$ cat src/rtl/train_tour_bfs.sv
// rtl/train_tour_bfs.sv - shortest-hop route engine: streamed track list, level-synchronous BFS
// Builds an adjacency matrix from a frame, then expands one BFS level per cycle until the goal or an empty frontier.
module train_tour_bfs #(
  parameter int N_STATION = 16,
  parameter int ST_W      = $clog2(N_STATION),
  parameter int COST_W    = ST_W + 1,
  parameter bit DIRECTED  = 1'b0
) (
  input  logic              clk,
  input  logic              rst_n,
  input  logic              in_valid,
  input  logic [ST_W-1:0]   source,
  input  logic [ST_W-1:0]   destination,
  output logic              out_valid,
  output logic [COST_W-1:0] cost
);

  typedef enum logic [1:0] {
    S_IDLE,
    S_LOAD,
    S_SEARCH,
    S_OUT
  } state_t;

  state_t state;
  state_t state_nxt;

  logic [N_STATION-1:0][N_STATION-1:0] adj;
  logic [N_STATION-1:0] frontier;
  logic [N_STATION-1:0] visited;
  logic [N_STATION-1:0] reach;
  logic [N_STATION-1:0] next_front;
  logic [ST_W-1:0]      start_st;
  logic [ST_W-1:0]      goal_st;
  logic [COST_W-1:0]    level;
  logic                 goal_hit;
  logic                 front_empty;

  // One BFS step: union of neighbours of every frontier station, minus anything already seen.
  always_comb begin
    reach = '0;
    for (int i = 0; i < N_STATION; i++) begin
      if (frontier[i]) begin
        reach = reach | adj[i];
      end
    end
    next_front  = reach & ~visited;
    goal_hit    = frontier[goal_st];
    front_empty = (frontier == '0);
  end

  always_ff @(posedge clk or negedge rst_n) begin
    if (!rst_n) begin
      state <= S_IDLE;
    end else begin
      state <= state_nxt;
    end
  end

  always_comb begin
    state_nxt = state;
    case (state)
      S_IDLE:   if (in_valid) state_nxt = S_LOAD;
      S_LOAD:   if (!in_valid) state_nxt = S_SEARCH;
      S_SEARCH: if (goal_hit || front_empty) state_nxt = S_OUT;
      S_OUT:    state_nxt = S_IDLE;
      default:  state_nxt = S_IDLE;
    endcase
  end

  // Inputs are only consumed while in_valid is high, so don't-care values never reach state.
  always_ff @(posedge clk or negedge rst_n) begin
    if (!rst_n) begin
      adj       <= '0;
      frontier  <= '0;
      visited   <= '0;
      level     <= '0;
      start_st  <= '0;
      goal_st   <= '0;
      out_valid <= 1'b0;
      cost      <= '0;
    end else begin
      out_valid <= 1'b0;
      cost      <= '0;
      case (state)
        S_IDLE: begin
          if (in_valid) begin
            start_st <= source;
            goal_st  <= destination;
            adj      <= '0;
          end
        end
        S_LOAD: begin
          if (in_valid) begin
            if (source != destination) begin
              adj[source][destination] <= 1'b1;
              if (!DIRECTED) begin
                adj[destination][source] <= 1'b1;
              end
            end
          end else begin
            frontier <= N_STATION'(1) << start_st;
            visited  <= N_STATION'(1) << start_st;
            level    <= '0;
          end
        end
        S_SEARCH: begin
          if (goal_hit) begin
            out_valid <= 1'b1;
            cost      <= level;
          end else if (front_empty) begin
            out_valid <= 1'b1;
            cost      <= '1;
          end else begin
            frontier <= next_front;
            visited  <= visited | next_front;
            level    <= level + COST_W'(1);
          end
        end
        default: ;
      endcase
    end
  end

endmodule

$ cat config.mk
export PLATFORM = sky130hd
export DESIGN_NAME = train_tour_bfs
export DESIGN_NICKNAME = d
export VERILOG_FILES = /design/src/rtl/train_tour_bfs.sv
export SDC_FILE = /design/constraint.sdc
export NUM_CORES = 1
export LEC_CHECK = 0
export BUFFER_PORTS_ARGS = -buffer_cell sky130_fd_sc_hd__buf_2
export CAP_MARGIN = 20
export CELL_PAD_IN_SITES_DETAIL_PLACEMENT = 0
export CELL_PAD_IN_SITES_GLOBAL_PLACEMENT = 1
export CORE_ASPECT_RATIO = 0.8
export CORE_MARGIN = 5
export CORE_UTILIZATION = 30
export CTS_CLUSTER_SIZE = 10
export DETAILED_ROUTE_END_ITERATION = 6
export GPL_TIMING_DRIVEN = 0
export PLACE_DENSITY = 0.6
export SLEW_MARGIN = 5
export SYNTH_ARGS = -nofsm -noshare
export SYNTH_HDL_FRONTEND = slang
export SYNTH_SLANG_ARGS = --single-unit
$ cat constraint.sdc
create_clock -name clk -period 2.2 [get_ports clk]
set_clock_uncertainty 0.2 [all_clocks]
set_input_delay 0.44 -clock clk [delete_from_list [all_inputs] [get_ports clk]]
set_output_delay 0.44 -clock clk [all_outputs]
set_load 0.005 [all_outputs]
==> metrics.txt, run 1 <==
# TYPE chip_impl_metric gauge
chip_impl_metric{name="slew_violations",unit=""} 0
chip_impl_metric{name="design.die.area",unit="sq um"} 52400
chip_impl_metric{name="grt_first_pass_wirelength",unit="microns"} 101000
chip_impl_info{name="cts_tree",value="done"} 1
chip_impl_metric{name="cts.sink_count",unit=""} 309
chip_impl_metric{name="setup_violations",unit=""} 215
chip_impl_info{name="dominantRegCellSynth",value="dfrtp_1"} 1
chip_impl_metric{name="power.density",unit="nW/um^2"} 1070
chip_impl_metric{name="synth_seq_area_share",unit="%"} 53.9
chip_impl_metric{name="critical_path_arrival",unit="ns"} 2.70
chip_impl_metric{name="fp-row-count",unit=""} 71
chip_impl_info{name="timing.rr.start",value="frontier[5]$_DFFE_PN0P_"} 1
chip_impl_info{name="timing.rr.end",value="frontier[6]$_DFFE_PN0P_"} 1
chip_impl_metric{name="synth.top_cell.area_share",unit="%"} 53.9
chip_impl_metric{name="grt_usage",unit="%"} 26.9
chip_impl_metric{name="cell_area_after_synthesis",unit="sq um"} 14400
chip_impl_metric{name="overflow",unit=""} 0
chip_impl_metric{name="cts.path.max_buffers",unit=""} 3
chip_impl_metric{name="cap_viol_max_count",unit=""} 0
chip_impl_metric{name="max_slew_headroom",unit="%"} 19.5
chip_impl_metric{name="area_fraction_in_compound_gates_after_synthesis",unit="%"} 29.4
chip_impl_metric{name="vias_in_the_first_global_route",unit=""} 13100
chip_impl_metric{name="drt_first_pass_iters",unit=""} 6
chip_impl_metric{name="numCtsBuffers",unit=""} 37
chip_impl_metric{name="synth_mux_area_share",unit="%"} 1.52
chip_impl_metric{name="final_layout_size_suffix_gt1_share",unit="%"} 40.1
chip_impl_metric{name="multi_input_comb_area",unit="sq um"} 8490
chip_impl_info{name="timing.hold.worst.class",value="in2reg"} 1
chip_impl_metric{name="cts.reportedPaths.clkPinSlew",unit="ns"} 0.06
chip_impl_metric{name="routabilityCongestion",unit=""} 0.972
chip_impl_metric{name="yosys_warnings",unit=""} 0
chip_impl_metric{name="fmaxAchievable",unit="MHz"} 405
chip_impl_metric{name="number_of_cells_traversed_by_the_worst_hold_path",unit=""} 2
chip_impl_metric{name="reg2reg_setup_slack",unit="ns"} -0.27
chip_impl_metric{name="drt_iter0_drc",unit=""} 1672
chip_impl_metric{name="synth_enable_flop_cells",unit=""} 0
chip_impl_metric{name="postSynthRegisterBits",unit=""} 309
chip_impl_metric{name="post_synth_fa_ha_maj_area_fraction",unit="%"} 0.349
chip_impl_metric{name="highest_net_fanout_along_the_worst_path",unit=""} 8
chip_impl_info{name="cts_root_buffer",value="clkbuf_16"} 1
chip_impl_metric{name="area_delta_synth_final",unit="%"} 53.7
chip_impl_metric{name="wl_per_cell",unit="microns"} 33.2
chip_impl_metric{name="critPathRequiredTime",unit="ns"} 2.43
chip_impl_metric{name="placeable_core_region",unit="sq um"} 47200
chip_impl_metric{name="post_synth_and_or_nand_nor_area_fraction",unit="%"} 10.0
chip_impl_metric{name="finalHoldViolations",unit=""} 0
chip_impl_metric{name="synth_async_sr_flop_share",unit="%"} 100
chip_impl_metric{name="place.detailed.instances",unit=""} 1936
chip_impl_info{name="outcome",value="finished with violations"} 1
chip_impl_metric{name="worst_slew_pin_slew",unit="ns"} 1.21
chip_impl_metric{name="synth_xor_area_share",unit="%"} 0.401
chip_impl_metric{name="start_util",unit="%"} 30.4
chip_impl_metric{name="floorplan.die.height",unit="microns"} 206
chip_impl_info{name="most-common-layout-cells",value="dfrtp_1 (305), a21o_1 (208), o22ai_4 (103), buf_4 (77), nand2_1 (73)"} 1
chip_impl_metric{name="dieWidth",unit="microns"} 255
chip_impl_metric{name="post-route-min-period",unit="ns"} 2.47
chip_impl_metric{name="dpl-instance-area",unit="sq um"} 15800
chip_impl_metric{name="ctsHtreeMaxLevel",unit=""} 2
chip_impl_metric{name="final.setup.tns",unit="ns"} -17.56
chip_impl_metric{name="dr_total_vias",unit=""} 13300
chip_impl_info{name="worstHoldEndpoint",value="goal_st[3]$_DFFE_PN0P_"} 1
chip_impl_metric{name="clk-insertion-delay-late",unit="ns"} 0.54
chip_impl_metric{name="register_area",unit="sq um"} 7740
chip_impl_metric{name="final_net_count",unit=""} 1540
chip_impl_metric{name="post_layout_nonfiller_instances",unit=""} 2155
chip_impl_metric{name="fin_ws",unit="ns"} -0.271
chip_impl_info{name="critPathCaptureType",value="flop"} 1
chip_impl_info{name="unrepaired_setup_endpoints_after_global_routing",value="yes"} 1
chip_impl_info{name="largest_family_of_logic_cells_by_synthesized_area",value="compound AO/OA/AOI/OAI gates"} 1
chip_impl_info{name="setup.worst_path.start_class",value="flop"} 1
chip_impl_metric{name="final_cell_area",unit="sq um"} 22100
chip_impl_metric{name="post_drt_via_cell_ratio",unit=""} 6.16
chip_impl_metric{name="io_buf_count",unit=""} 7
chip_impl_metric{name="syn-num-nets",unit=""} 1319
chip_impl_info{name="failed_checks",value="negative setup slack"} 1
chip_impl_metric{name="totalWireLength",unit="microns"} 71600
chip_impl_metric{name="post_synth.cell_area_avg",unit="sq um"} 11.0
chip_impl_metric{name="fillers",unit=""} 4089
chip_impl_metric{name="netlist_instances",unit=""} 1304
chip_impl_metric{name="post-route-drc-count",unit=""} 0
chip_impl_metric{name="netlist-cell-type-count",unit=""} 58
chip_impl_metric{name="grt_max_degree",unit=""} 99
chip_impl_metric{name="layout.core_utilization",unit="%"} 46.8
chip_impl_metric{name="drt.antenna.violating_nets",unit=""} 0
chip_impl_metric{name="layout_worst_path_cycle_share",unit="%"} 112
chip_impl_metric{name="hpwl",unit="microns"} 45800
chip_impl_info{name="mostFrequentLayoutCell",value="dfrtp_1"} 1
chip_impl_info{name="critical_path_class",value="reg2reg"} 1
chip_impl_metric{name="number_of_primary_i_o_pins",unit=""} 17
chip_impl_info{name="synth_area_leaders",value="dfrtp_1 (54%), a21o_1 (11%), o22ai_1 (3.8%)"} 1
chip_impl_metric{name="total_leakage_power",unit="nW"} 10.9
chip_impl_metric{name="number_of_antenna_violations_at_the_first_check_in_global_routing",unit=""} 2
chip_impl_info{name="synth_top_cell_by_area",value="dfrtp_1"} 1
chip_impl_metric{name="ir_worst_vdd",unit="uV"} 637
chip_impl_metric{name="ff2ff_path_depth",unit=""} 8
chip_impl_info{name="hp-start",value="destination[3]"} 1
chip_impl_metric{name="diodes",unit=""} 0
## how the worst max path moves through the flow
stage                                   startpoint                 endpoint  depth (start not counted)
final                      frontier[5]$_DFFE_PN0P_  frontier[6]$_DFFE_PN0P_                          8
after global routing      frontier[15]$_DFFE_PN0P_  visited[14]$_DFFE_PN0P_                          9
after CTS                  frontier[5]$_DFFE_PN0P_   visited[7]$_DFFE_PN0P_                          9
after detailed placement   frontier[2]$_DFFE_PN0P_   visited[8]$_DFFE_PN0P_                          7
after global placement                       rst_n     adj[253]$_DFFE_PN0P_                          1
after floorplan                     destination[0]     adj[132]$_DFFE_PN0P_                          8
## routing by layer
| metal | global-route usage [%] | routed length, microns | vias to the layer above |
|---|---|---|---|
| li1 | - | - | 5400 |
| met1 | 38.2 | 30100 | 6769 |
| met2 | 38.0 | 29100 | 874 |
| met3 | 9.73 | 9200 | 227 |
| met4 | 9.04 | 3210 | 4 |
| met5 | 0 | 31 | - |
## timing repair
| action | in CTS | in global routing |
|---|---|---|
| pin swaps | 85 | 55 |
| hold buffers | 3 | 0 |
| buffers inserted | 108 | 37 |
| endpoints found under the hold margin | 119 | 0 |
| gates cloned | 25 | 7 |
| endpoints found under the setup margin | 299 | 292 |
| resized for setup | 598 | 117 |
## stage by stage
stage / hold slack [ns] / setup WS (ns) / total power (W)
5_1_grt: 0.0265 / -0.267 / 0.0242
4_1_cts: 0.00624 / -0.197 / 0.0223
2_1_floorplan: -0.0556 / -0.157 / 0.0107
6_report: 0.0162 / -0.271 / 0.0237
3_3_place_gp: 0.258 / -5.66 / 0.0139
3_5_place_dp: 0.103 / -1.32 / 0.0139
## power by group
part           internal, W  switching (W)  leakage [nW]  total (W)
clock network      0.00323        0.00243         0.508    0.00566
registers          0.00643       0.000721          4.26    0.00716
logic              0.00449        0.00635          6.18     0.0108
## cell families (layout without fill, tap and decap cells)
| group | after synthesis | in the layout |
|---|---|---|
| buffers and inverters | 127 | 358 |
| adder cells (fa/ha/maj) | 4 | 4 |
| flip-flops | 309 | 309 |
| XOR/XNOR | 4 | 4 |
| AO/OA/AOI/OAI | 553 | 553 |
| AND/OR/NAND/NOR | 288 | 288 |
| multiplexers | 19 | 19 |
## worst max-delay path: stages, from the launching register on
cell,delay (ns)
dfrtp_1,0.39
buf_12,0.16
clkbuf_16,0.15
buf_16,0.15
a221oi_1,0.41
nand3_1,0.12
o21ai_1,0.38
nand2_1,0.14
a31o_2,0.25
## Yosys cell counts (all sizes together) (4+ instances only)
library cell / n
dfrtp: 309
a21oi: 5
o22ai: 104
nand3: 57
a31o: 16
a21o: 208
inv: 7
and2: 5
o21ai: 38
or3: 6
a221oi: 32
buf: 57
ha: 4
a41oi: 12
nor2b: 29
nand2b: 8
nor3: 9
o21a: 10
mux2: 12
clkbuf: 63
nor2: 43
nand4: 5
a22o: 49
a22oi: 65
nor4: 6
nand2: 108
mux2i: 6
## registers in the layout, indices dropped and copies added, names as in the netlist
register	count
frontier	16
visited	16
adj	256
level	5
out_valid	1
state	2
goal_st	4
cost	5
start_st	4
## cell type report
type                    instances  area share [%]
multi-input cells             868            38.5
flip-flops and latches        309            35.1
repair buffers                191            11.2
plain buffers                 111            6.93
clock buffers                  48            4.67
well taps                     620            3.51
inverters                       7           0.136
clock inverters                 1          0.0397
Power figures use the tool's default switching activity.
==> inputs of run 2 (changes only) <==
- ABC_AREA: not set -> 1
- CORE_UTILIZATION: 30 -> 39
- PLACE_DENSITY: 0.6 -> 0.78
==> run 2 against run 1 <==
Compared with the run above: the run ends with design-rule violations, negative hold slack, negative setup slack left; clock power grew 5.8%; setup slack improved by 0.19 ns; register-to-register slack improved by 0.19 ns; critical path depth grew 4; first-iteration DRC count is 100% higher; synthesized cell count up 80%; total power rose by 12%.
==> metrics.txt, run 2 <==
# TYPE chip_impl_metric gauge
chip_impl_info{name="outcome",value="finished with violations"} 1
chip_impl_metric{name="drt.antenna.violating_nets",unit=""} 0
chip_impl_metric{name="intPower",unit="W"} 0.0141
chip_impl_metric{name="final_layout_size_suffix_gt1_share",unit="%"} 17.6
chip_impl_metric{name="io_buf_count",unit=""} 16
chip_impl_info{name="synth_top_cell_by_area",value="dfrtp_1"} 1
chip_impl_metric{name="start_util",unit="%"} 39.5
chip_impl_metric{name="syn-num-nets",unit=""} 2359
chip_impl_metric{name="fillers",unit=""} 4288
chip_impl_metric{name="numCtsBuffers",unit=""} 38
chip_impl_info{name="largest_family_of_logic_cells_by_synthesized_area",value="simple AND/OR/NAND/NOR gates"} 1
chip_impl_info{name="yosysMostFrequentCell",value="nand2_1"} 1
chip_impl_info{name="cts_tree",value="done"} 1
chip_impl_metric{name="share_of_total_power_consumed_by_net_switching",unit="%"} 46.8
chip_impl_metric{name="netlist_instances",unit=""} 2344
chip_impl_metric{name="layout.core_utilization",unit="%"} 49.4
chip_impl_metric{name="fp-row-count",unit=""} 68
chip_impl_metric{name="layout_worst_path_cycle_share",unit="%"} 104
chip_impl_metric{name="seq_power_share",unit="%"} 24.5
chip_impl_metric{name="worst_slew_pin_slew",unit="ns"} 0.859
chip_impl_info{name="dominantRegCellSynth",value="dfrtp_1"} 1
chip_impl_metric{name="totalWireLength",unit="microns"} 94800
chip_impl_metric{name="dieWidth",unit="microns"} 244
chip_impl_metric{name="number_of_primary_i_o_pins",unit=""} 17
chip_impl_metric{name="synth_seq_area_share",unit="%"} 45.3
chip_impl_metric{name="grt_first_pass_wirelength",unit="microns"} 127000
chip_impl_info{name="max_flop_register",value="adj"} 1
chip_impl_metric{name="post_synth_and_or_nand_nor_area_fraction",unit="%"} 28.9
chip_impl_info{name="mostFrequentLayoutCell",value="nand2_1"} 1
chip_impl_metric{name="number_of_antenna_violations_at_the_first_check_in_global_routing",unit=""} 1
chip_impl_metric{name="post_layout_nonfiller_instances",unit=""} 3010
chip_impl_info{name="failed_checks",value="design-rule violations, negative hold slack, negative setup slack"} 1
chip_impl_metric{name="setup_violations",unit=""} 166
chip_impl_metric{name="largest_reg_flops",unit=""} 256
chip_impl_info{name="critPathCaptureType",value="flop"} 1
chip_impl_metric{name="grt_usage",unit="%"} 36.9
chip_impl_metric{name="placeable_core_region",unit="sq um"} 43200
chip_impl_metric{name="power_switching",unit="W"} 0.0123
chip_impl_info{name="critical_path_class",value="reg2reg"} 1
chip_impl_metric{name="yosys_warnings",unit=""} 0
chip_impl_metric{name="register_area",unit="sq um"} 7730
chip_impl_metric{name="ctsHtreeMaxLevel",unit=""} 2
chip_impl_metric{name="fin_ws",unit="ns"} -0.0823
chip_impl_metric{name="post_synth.cell_area_avg",unit="sq um"} 7.29
chip_impl_metric{name="design.die.area",unit="sq um"} 48100
chip_impl_metric{name="grt_max_degree",unit=""} 88
chip_impl_metric{name="post-route-min-period",unit="ns"} 2.28
chip_impl_info{name="setup.worst_path.start_class",value="flop"} 1
chip_impl_metric{name="drt_iter0_drc",unit=""} 3390
chip_impl_metric{name="dr_total_vias",unit=""} 19300
chip_impl_metric{name="post-route-drc-count",unit=""} 1
chip_impl_metric{name="post_drt_via_cell_ratio",unit=""} 6.40
chip_impl_metric{name="highest_net_fanout_along_the_worst_path",unit=""} 5
chip_impl_metric{name="ir_worst_vdd",unit="uV"} 776
chip_impl_metric{name="post_synth_fa_ha_maj_area_fraction",unit="%"} 0.293
chip_impl_metric{name="area_delta_synth_final",unit="%"} 25.0
chip_impl_metric{name="cts.sink_count",unit=""} 309
chip_impl_metric{name="routabilityCongestion",unit=""} 1.03
chip_impl_metric{name="cts.path.max_buffers",unit=""} 3
chip_impl_info{name="largest_registers",value="adj x256, frontier x16, visited x16"} 1
chip_impl_metric{name="critical_path_arrival",unit="ns"} 2.54
chip_impl_metric{name="diodes",unit=""} 0
chip_impl_metric{name="critPathRequiredTime",unit="ns"} 2.45
chip_impl_metric{name="final_net_count",unit=""} 2452
chip_impl_metric{name="slew_violations",unit=""} 0
chip_impl_metric{name="cell_area_after_synthesis",unit="sq um"} 17100
chip_impl_info{name="unrepaired_setup_endpoints_after_global_routing",value="yes"} 1
chip_impl_metric{name="hpwl",unit="microns"} 63800
chip_impl_metric{name="area_fraction_in_compound_gates_after_synthesis",unit="%"} 19.0
chip_impl_metric{name="place.detailed.instances",unit=""} 2923
chip_impl_metric{name="synth_enable_flop_cells",unit=""} 0
chip_impl_info{name="cts_root_buffer",value="clkbuf_16"} 1
chip_impl_metric{name="synth_async_sr_flop_share",unit="%"} 100
chip_impl_metric{name="reg2reg_setup_slack",unit="ns"} -0.08
chip_impl_metric{name="overflow",unit=""} 0
chip_impl_info{name="synth_area_leaders",value="dfrtp_1 (45%), nand2_1 (17%), o31ai_1 (11%)"} 1
chip_impl_metric{name="finalHoldViolations",unit=""} 70
chip_impl_metric{name="netlist-cell-type-count",unit=""} 24
chip_impl_metric{name="max_slew_headroom",unit="%"} 42.8
chip_impl_metric{name="synth.top_cell.area_share",unit="%"} 45.3
chip_impl_metric{name="clk-insertion-delay-late",unit="ns"} 0.58
chip_impl_metric{name="combinationalPowerShare",unit="%"} 52.8
chip_impl_metric{name="postSynthRegisterBits",unit=""} 309
chip_impl_metric{name="power.density",unit="nW/um^2"} 1240
chip_impl_metric{name="fmaxAchievable",unit="MHz"} 438
chip_impl_metric{name="cap_viol_max_count",unit=""} 0
chip_impl_metric{name="whs",unit="ns"} -0.360
chip_impl_metric{name="vias_in_the_first_global_route",unit=""} 17200
chip_impl_metric{name="floorplan.die.height",unit="microns"} 197
chip_impl_metric{name="synth_mux_area_share",unit="%"} 0
chip_impl_metric{name="drt_first_pass_iters",unit=""} 7
chip_impl_info{name="most-common-layout-cells",value="nand2_1 (728), nor2_1 (316), dfrtp_1 (309), o31ai_1 (240), o21ai_1 (108)"} 1
chip_impl_metric{name="clkPwrFrac",unit="%"} 22.7
chip_impl_info{name="timing.hold.worst.class",value="in2async"} 1
chip_impl_metric{name="multi_input_comb_area",unit="sq um"} 8900
chip_impl_metric{name="cts.reportedPaths.clkPinSlew",unit="ns"} 0.06
chip_impl_info{name="most_instantiated_cells_after_synthesis",value="nand2_1 (784), nor2_1 (323), dfrtp_1 (309), o31ai_1 (240), o21ai_1 (150)"} 1
chip_impl_metric{name="wl_per_cell",unit="microns"} 31.5
chip_impl_metric{name="total_leakage_power",unit="nW"} 10.4
chip_impl_metric{name="synth_xor_area_share",unit="%"} 0.205
run 2: cell types whose count changed in the layout (fill, tap and decap cells not counted), sizes merged, moves of 87 or more:
cell	change
o22ai	-103
buf	-87
o31ai	+240
nor2	+282
a21o	-208
o21ai	+245
nand2	+676
run 2: final cells by class:
| type | count | share of cell area, % |
|---|---|---|
| Buffer | 166 | 8.24 |
| Clock buffer | 50 | 4.95 |
| Clock inverter | 3 | 0.0879 |
| Inverter | 83 | 1.47 |
| Multi-Input combinational cell | 1786 | 41.7 |
| Sequential cell | 309 | 36.2 |
| Tap cell | 560 | 3.28 |
| Timing Repair Buffer | 53 | 4.04 |
run 2: repair_timing:
item,CTS,global route
resized for setup,266,315
buffers inserted,2,9
pin swaps,4,11
endpoints found under the setup margin,299,293
endpoints found under the hold margin,70,70
gates cloned,0,23
run 2: worst paths after layout:
path | startpoint | to | depth (start not counted)
min in group clk | source[1] | start_st[1]$_DFFE_PN0P_ | 3
worst min register to register | visited[4]$_DFFE_PN0P_ | visited[4]$_DFFE_PN0P_ | 2
max in group asynchronous | rst_n | visited[9]$_DFFE_PN0P_ | 4
worst max register to register | state[1]$_DFFE_PN0P_ | adj[144]$_DFFE_PN0P_ | 12
worst max-delay path | state[1]$_DFFE_PN0P_ | adj[144]$_DFFE_PN0P_ | 12
worst min-delay path | rst_n | adj[238]$_DFFE_PN0P_ | 1
run 2: per-layer routing:
metal / vias up / global-route usage, % / part of all wire [%]
met5: - / 0.392 / 0.095
met4: 4 / 17.7 / 6.1
met2: 1571 / 47.0 / 37
met3: 320 / 16.7 / 17
met1: 9325 / 52.4 / 40
li1: 8038 / - / -
run 2: worst max-delay path, stage by stage, from the launching register on:
cell       delay (ns)
dfrtp_1          0.41
inv_2            0.09
ha_4             0.12
buf_6            0.12
o21ai_4          0.06
a21oi_2          0.12
nand3_2          0.11
o21ai_4          0.12
buf_12           0.16
clkbuf_16        0.20
clkbuf_16        0.20
clkbuf_16        0.19
o21ai_2          0.05
run 2: kinds of logic (layout without fill, tap and decap cells):
| family | after synthesis | in the layout |
|---|---|---|
| xor gates and xnor gates | 4 | 4 |
| AOI/OAI and AO/OA | 528 | 528 |
| buffers and inverters | 249 | 355 |
| adders and majority gates | 4 | 4 |
| DFF | 309 | 309 |
| and+or+nand+nor | 1250 | 1250 |
run 2: stage by stage:
| stage | hold slack (ns) | setup slack [ns] | power (W) | instance area, sq um | TNS (ns) |
|---|---|---|---|---|---|
| after floorplan | -0.0556 | 0.293 | 0.0110 | 17100 | 0 |
| after global placement | 0.266 | -5.87 | 0.0155 | 17900 | -1979.18 |
| after detailed placement | 0.255 | -0.828 | 0.0155 | 18000 | -198.67 |
| after CTS | -0.344 | -0.0319 | 0.0231 | 19900 | -2.09 |
| after global routing | -0.298 | -0.119 | 0.0266 | 21300 | -13.30 |
| final | -0.360 | -0.0823 | 0.0264 | 21300 | -6.46 |
run 2: power by group through the flow:
| stage | clock (W) | sequential (W) | combinational, W |
|---|---|---|---|
| 2_1_floorplan | 0 | 0.00641 | 0.00456 |
| 3_3_place_gp | 0 | 0.00650 | 0.00898 |
| 3_5_place_dp | 0 | 0.00651 | 0.00903 |
| 4_1_cts | 0.00596 | 0.00642 | 0.0107 |
| 5_1_grt | 0.00619 | 0.00650 | 0.0139 |
| 6_report | 0.00599 | 0.00646 | 0.0139 |
